--- src/rtl/r_triadic_issue_ctrl.sv ---
// Issue sequencer for the R-type triadic datapath: gathers a 32-bit instruction from byte
// beats, drives register-file/ALU fields, pulses write-back and returns the result in halves.
module r_triadic_issue_ctrl #(
    parameter int EXEC_CYCLES = 1,
    parameter int LO_FIRST    = 1
) (
    input  logic        clk,
    input  logic        rst,
    input  logic        byte_valid,
    input  logic [7:0]  byte_in,
    output logic        byte_ready,
    output logic [4:0]  rs1,
    output logic [4:0]  rs2,
    output logic [4:0]  rd,
    output logic [5:0]  alu_ctrl,
    output logic        rf_we,
    input  logic [31:0] alu_y,
    output logic        out_valid,
    output logic [15:0] out_half,
    input  logic        out_ready,
    output logic        busy,
    output logic        err_opcode,
    output logic [15:0] retired
);

    typedef enum logic [2:0] {
        S_LOAD,
        S_DECODE,
        S_EXEC,
        S_WB,
        S_OUT0,
        S_OUT1
    } state_t;

    state_t      state_q, state_d;
    logic [1:0]  beat_cnt_q, beat_cnt_d;
    logic [31:0] ir_q, ir_d;
    logic [31:0] result_q, result_d;
    logic [3:0]  exec_cnt_q, exec_cnt_d;
    logic [15:0] out_half_q, out_half_d;
    logic        err_q, err_d;
    logic [15:0] retired_q, retired_d;

    always_ff @(posedge clk) begin
        if (rst) begin
            state_q    <= S_LOAD;
            beat_cnt_q <= '0;
            ir_q       <= '0;
            result_q   <= '0;
            exec_cnt_q <= '0;
            out_half_q <= '0;
            err_q      <= 1'b0;
            retired_q  <= '0;
        end else begin
            state_q    <= state_d;
            beat_cnt_q <= beat_cnt_d;
            ir_q       <= ir_d;
            result_q   <= result_d;
            exec_cnt_q <= exec_cnt_d;
            out_half_q <= out_half_d;
            err_q      <= err_d;
            retired_q  <= retired_d;
        end
    end

    always_comb begin
        state_d    = state_q;
        beat_cnt_d = beat_cnt_q;
        ir_d       = ir_q;
        result_d   = result_q;
        exec_cnt_d = exec_cnt_q;
        out_half_d = out_half_q;
        err_d      = err_q;
        retired_d  = retired_q;

        unique case (state_q)
            S_LOAD: begin
                if (byte_valid) begin
                    ir_d[{beat_cnt_q, 3'b000} +: 8] = byte_in;
                    // Two-bit counter wraps back to 0 on the fourth beat.
                    beat_cnt_d = beat_cnt_q + 2'd1;
                    if (beat_cnt_q == 2'd3) begin
                        state_d = S_DECODE;
                    end
                end
            end
            S_DECODE: begin
                if (ir_q[31:26] != 6'd0) begin
                    err_d   = 1'b1;
                    state_d = S_LOAD;
                end else begin
                    exec_cnt_d = '0;
                    state_d    = S_EXEC;
                end
            end
            S_EXEC: begin
                exec_cnt_d = exec_cnt_q + 4'd1;
                if (exec_cnt_q == 4'(EXEC_CYCLES - 1)) begin
                    state_d = S_WB;
                end
            end
            S_WB: begin
                result_d   = alu_y;
                retired_d  = retired_q + 16'd1;
                // The first half is staged here so it is valid on the first OUT0 cycle.
                out_half_d = (LO_FIRST != 0) ? alu_y[15:0] : alu_y[31:16];
                state_d    = S_OUT0;
            end
            S_OUT0: begin
                if (out_ready) begin
                    out_half_d = (LO_FIRST != 0) ? result_q[31:16] : result_q[15:0];
                    state_d    = S_OUT1;
                end
            end
            S_OUT1: begin
                if (out_ready) begin
                    state_d = S_LOAD;
                end
            end
            default: state_d = S_LOAD;
        endcase
    end

    assign byte_ready = (state_q == S_LOAD);
    assign busy       = (state_q != S_LOAD);
    assign rf_we      = (state_q == S_WB);
    assign out_valid  = (state_q == S_OUT0) || (state_q == S_OUT1);
    assign out_half   = out_half_q;
    assign err_opcode = err_q;
    assign retired    = retired_q;
    assign rs1        = ir_q[25:21];
    assign rs2        = ir_q[20:16];
    assign rd         = ir_q[15:11];
    assign alu_ctrl   = ir_q[5:0];

endmodule

--- config.mk ---
export PLATFORM = sky130hd
export DESIGN_NAME = r_triadic_issue_ctrl
export DESIGN_NICKNAME = d
export VERILOG_FILES = /design/src/rtl/r_triadic_issue_ctrl.sv
export SDC_FILE = /design/constraint.sdc
export NUM_CORES = 1
export LEC_CHECK = 0
export BUFFER_PORTS_ARGS = -buffer_cell sky130_fd_sc_hd__buf_2
export CORE_ASPECT_RATIO = 0.9
export CORE_MARGIN = 4
export CORE_UTILIZATION = 45
export DETAILED_ROUTE_END_ITERATION = 16
export GPL_TIMING_DRIVEN = 0
export PLACE_DENSITY = 0.72
export SYNTH_ARGS = -nofsm -noshare
export SYNTH_HDL_FRONTEND = slang
export SYNTH_SLANG_ARGS = --single-unit
--- constraint.sdc ---
create_clock -name clk -period 2.3 [get_ports clk]
set_input_delay 0.46 -clock clk [delete_from_list [all_inputs] [get_ports clk]]
set_output_delay 0.46 -clock clk [all_outputs]
set_load 0.005 [all_outputs]
Word level (Yosys, flattened, before mapping). Cells that the tools add are included.

$add $sub $neg: 4. Multiply operators: 0. Divide/modulo/power cells: 0. $lt $le $gt $ge: 0. Equality and inequality tests: 12. Shifts and indexed selects: 2. Multiplexer cells: 12. Bitwise operators: 0. Reductions and logical operators: 12.

Operator list (number): 32-bit bitwise mux (1); 16-bit one-hot mux with 2 select lines (1); 8-bit by 7-bit variable shift with 32-bit output, first input constant (1); 8-bit by 7-bit variable part select with 32-bit output (1); 3-bit one-hot mux with 6 select lines (1); 16-bit by 1-bit adder with 16-bit output, second input constant (1); 16-bit two-way mux (1); 3-bit two-way mux (5); 2-bit inequality test, second input constant (5); 4-bit one-hot mux with 2 select lines (1); 2-bit AND reduction (4); 5-bit negator with 7-bit output (1); 3-bit by 2-bit equality test with 1-bit output, second input constant (2); 3-bit equality test, second input constant (2); 6-bit nonzero test (1); 5-bit AND reduction (1); 4-bit by 1-bit adder with 4-bit output, second input constant (1); 4-bit logical NOT (1); 4-bit two-way mux (1); 2-bit nonzero test (2); 3-bit by 1-bit equality test with 1-bit output, second input constant (1); 3-bit logical NOT (1); 3-bit nonzero test (1); 2-bit by 1-bit adder with 2-bit output, second input constant (1); 4 further kinds (4).

Flip-flop bits (word level): 106. Latch bits: 0. Bits in writable memories: 0. Memory bits (read-only): 0. Bits of input ports: 44. Output and inout bits: 58. Word-level logic and storage cells: 50. Memories kept: 0.

Longest topological paths before layout.
Word-level depth: 4. Depth in mapped cells: 7. Depth with buffers taken out: 6.

Least setup slack after synthesis. No wires, ideal clock.

Path kind: register -> register. From: reg beat_cnt_q[0]. To: reg ir_q[16]. Library setup time: 0.065 ns. Arrival time: 1.695 ns. Data required time: 2.235 ns. Path slack: 0.540 ns. Cell stages (with the launch flop): 8. Path buffers: 1. Period minus slack after synthesis: 1.760 ns. Cell sequence: dfxtp_1 > inv_1 > ha_1 > nor3b_1 > and4b_1 > clkbuf_1 > a22oi_1 > nor2_1.

Cells in the longest elaborated chain, start to end: 3. Elaborated cells between the ends (all ways): 4. Classes of those cells: add/sub: 1; shift: 2; mux: 1.

Ends and longest elaborated chain: start: declaration (RTL line 36) `logic [1:0] beat_cnt_q, beat_cnt_d;`; start signal: assignment (RTL line 56) `beat_cnt_q <= beat_cnt_d;`; 5-bit negator with 7-bit output (*) (RTL line 79) `ir_d[{beat_cnt_q, 3'b000} +: 8] = byte_in;`; 8-bit by 7-bit variable part select with 32-bit output / 8-bit by 7-bit variable shift with 32-bit output (equally long branches) (RTL line 79); 32-bit bitwise mux (*) (RTL line 79); end signal: assignment (RTL line 57) `ir_q <= ir_d;`; end: declaration (RTL line 37) `logic [31:0] ir_q, ir_d;`.

Mark *: on every way between the ends. The rest lies on a longest branch, timed or not. A chain may end at the register's enable or synchronous reset.

Worst setup path after layout.
From: reg beat_cnt_q[0]. To: reg ir_q[20].

Same word-level chain as after synthesis.

==> summary.md <==
| Metric | Value |
|---|---|
| Status | finished, final reports clean |
| Post-synthesis sequential area ratio | ~45% |
| Least-Margin Pin Slew | 0.6389 ns |
| DR WL/cell | ~14 um |
| CP Class | reg -> reg |
| Maxcap violations | 0 |
| Initial core utilization | 46.40% |
| Share of cells above drive strength 1 | 27.65% |
| Critical-path cell list | inv_1, ha_1, nor3b_1, and4b_1, clkbuf_1, a22oi_1, nor2_1 |
| XOR/XNOR Fraction of Synth Area | 2.562% |
| Initial antenna violation count | 0 |
| Post-route minimum period | 2.141 ns |
| Total internal power | around 2.0 mW |
| Worst vdd ir | 0.4433 mV |
| Row count | 31 |
| Initial drt markers | 128 |
| Vias in the first global route | 3127 |
| Via/cell ratio | 5.119 |
| CTS Buffer Depth | 2 |
| Area Overhead vs Synth | 21.62% |
| Post-synth ARST share | 0% |
| Startpoint Class | flip-flop |
| Largest net degree at the start of global routing | 17 |
| I/O Pins | 102 |
| # port buffers | 101 |
| #FFs+latches synth | 85 |
| Critical path arrival | 2.44 ns |
| Syn avg cell area | 8.529 um2 |
| F_max | between 0.4 and 0.5 GHz |
| First-pass GRT wire length | 15080 um |
| Die Y | 94.73 um |
| Clock Latency Late Sink | 0.36 ns |
| Yosys Warn Count | 0 |
| Multiplexer share of the synthesized area | between 4 and 5% |
| Leading area contributor after synthesis | dfxtp_1 |
| Slowest CP cell | dfxtp_1 |
| Final hold vios | 0 |
| Total GRT Usage | 18.83% |
| Post-Syn Instances | 441 |
| Commonest non-fill, non-tap cell in the layout | buf_2 |
| Final core utilization | 56.43% |
| Nets | around 610 |
| Mapped cell area | 3761 um2 |
| Residual DRC | 0 |
| Clock sinks | 85 |
| Crit end category | flip-flop |
| Combinational fraction of design power | 8.3% |
| Gr ovfl total | 0 |
| Post-synth EDFFs | 0 |
| Max Slew Vio Count | 0 |
| Largest family of logic cells by synthesized area | simple AND/OR/NAND/NOR gates |
| GP Congestion | between 0.8 and 0.9 |
| Routed Antenna Nets | 0 |
| Power Density | between 500 and 600 nW/um2 |
| Most frequent cells in the layout | buf_2 (107), dfxtp_1 (85), nand2_1 (68), a21oi_1 (52), nor2_1 (38) |
| Final WL | about 9400 um |
| Worst min path class | in -> reg |
| Worst path required time | 2.59 ns |
| 1st-pass router iterations | 4 |
| Slew headroom | between 50% and 60% |
| Simple-gate share of the synthesized area | between 20% and 30% |
| Fin Hold WS | 0.3300 ns |
| Post-synth top area share | 45.24% |
| Via count | 3358 |
| Sw Ratio | 27.12% |
| TritonCTS clock tree | built |
| NetSw | 0.7372 mW |
| Diode count | 0 |
| Clock Skews | 0.009706 ns |
| Leakage power | 1.924 nW |
| Finish-stage setup viols | 0 |
| Die W | roughly 100 um |
| Flop pwr share | roughly 55% |
| Top post-synthesis cells by area | dfxtp_1 (45%), a21oi_1 (6.9%), nand2_1 (6.8%) |
| Yosys cell types | 38 |
| Post-Syn Nets | 494 |
| Slowest Stage Delay on Critical Path | 0.49 ns |
| CTS clk-pin slew, worst paths | 0.09 ns |
| Primary FF master, synth | dfxtp_1 |
| Clock power frac | between 30% and 40% |
| # H-tree levels | 3 |
| CTS Buf Count | 9 |
| Adder-Cell Fraction of Synth Area | roughly 3% |
| DP HPWL | 6871 um |
| Reg-to-reg slack, setup | 0.16 ns |
| Die Footprint | 9887 um2 |
| Fin Setup TNS | 0 ns |
| Fill cells | between 700 and 800 |
| Critical Path Fanout Max | 7 |
| Core box area | 8107 um2 |
| Tcrit/Tclk final | 93.11% |
| Post-CTS Setup Repair Bufs | 0 |
| Post-synthesis compound-gate area fraction | 13.74% |
| Clock Tree Root | clkbuf_8 |
-- metal layers --
metal	wire length (um)	GRT usage, %
met2	4415	31.08
met5	0	0
met4	78	4.873
met3	486	5.605
met1	4372	24.26
-- final cells by class --
| cell class | count | area [um2] | area share (%) |
|---|---|---|---|
| multi-input cells | 300 | 1747 | 38.18 |
| flip-flops and latches | 85 | 1702 | 37.20 |
| repair buffers | 101 | 505.5 | 11.05 |
| plain buffers | 47 | 281.5 | 6.154 |
| clock buffers | 9 | 123.9 | 2.708 |
| well taps | 99 | 123.9 | 2.708 |
| clock inverters | 7 | 58.81 | 1.286 |
| inverters | 8 | 32.53 | 0.7112 |
-- critical path, delay by kind of cell (launching register included) --
family	cells	cell delay, ns
simple gates	3	0.65
flops	1	0.49
fa+ha+maj	1	0.41
compound gates	1	0.11
buf+inv	2	0.42
-- state kept, by name (all words and copies together), names as in the netlist --
register	count
beat_cnt_q	2
out_half	16
result_q	16
state_q	3
ir_q	27
err_opcode	1
retired	16
exec_cnt_q	4
-- path summary, 6_finish.rpt --
kind,from,to,cells after the start
max,beat_cnt_q[0]$_SDFFE_PP0P_,ir_q[20]$_SDFFE_PP0P_,7
min,alu_y[31],result_q[31]$_SDFFE_PP0P_,3
max reg2reg,beat_cnt_q[0]$_SDFFE_PP0P_,ir_q[20]$_SDFFE_PP0P_,7
min reg2reg,ir_q[13]$_SDFFE_PP0P_,ir_q[13]$_SDFFE_PP0P_,2
-- repair_timing --
action                                  in CTS  in global routing
endpoints found under the setup margin       0                  2
hold buffers                                 0                  0
resized for setup                            0                  1
-- power by group through the flow --
stage / Clock [mW] / Combinational [mW] / Sequential (mW)
2_1_floorplan: 0 / 0.129 / 1.53
3_3_place_gp: 0 / 0.215 / 1.53
3_5_place_dp: 0 / 0.219 / 1.53
4_1_cts: 1.02 / 0.222 / 1.50
5_1_grt: 1.08 / 0.250 / 1.50
6_report: 0.993 / 0.226 / 1.50
-- cells in the mapped netlist (all sizes together), types with 2 or more instances --
cell type  instances
nand3             30
or3                3
clkbuf            16
nand2             68
or4                3
nand4              5
buf               32
and4               2
a22oi              6
o31ai              3
mux2i             16
a31oi              2
and3               2
a21oi             52
and2               4
xor2               6
xnor2              5
o21ai              6
nor2              38
nor2b              5
dfxtp             85
nor3               4
inv                8
and4b              2
ha                 9
nor3b              6
a211oi            16
-- logic make-up after synthesis --
group / count (synthesis)
AOI/OAI and AO/OA: 88
xor gates and xnor gates: 11
adders and majority gates: 9
buffers and inverters: 56
DFF: 85
muxes: 16
and+or+nand+nor: 176
-- metrics by stage --
step	std cells	setup slack, ns	power [mW]	instance area, um2
2_1_floorplan	441	0.5403	1.659	3761
3_3_place_gp	641	0.2852	1.747	4390
3_5_place_dp	641	0.2231	1.752	4390
4_1_cts	657	0.007357	2.738	4573
5_1_grt	656	-0.0002838	2.834	4574
6_report	656	0.1586	2.718	4574
(Power assumes the default switching activity.)
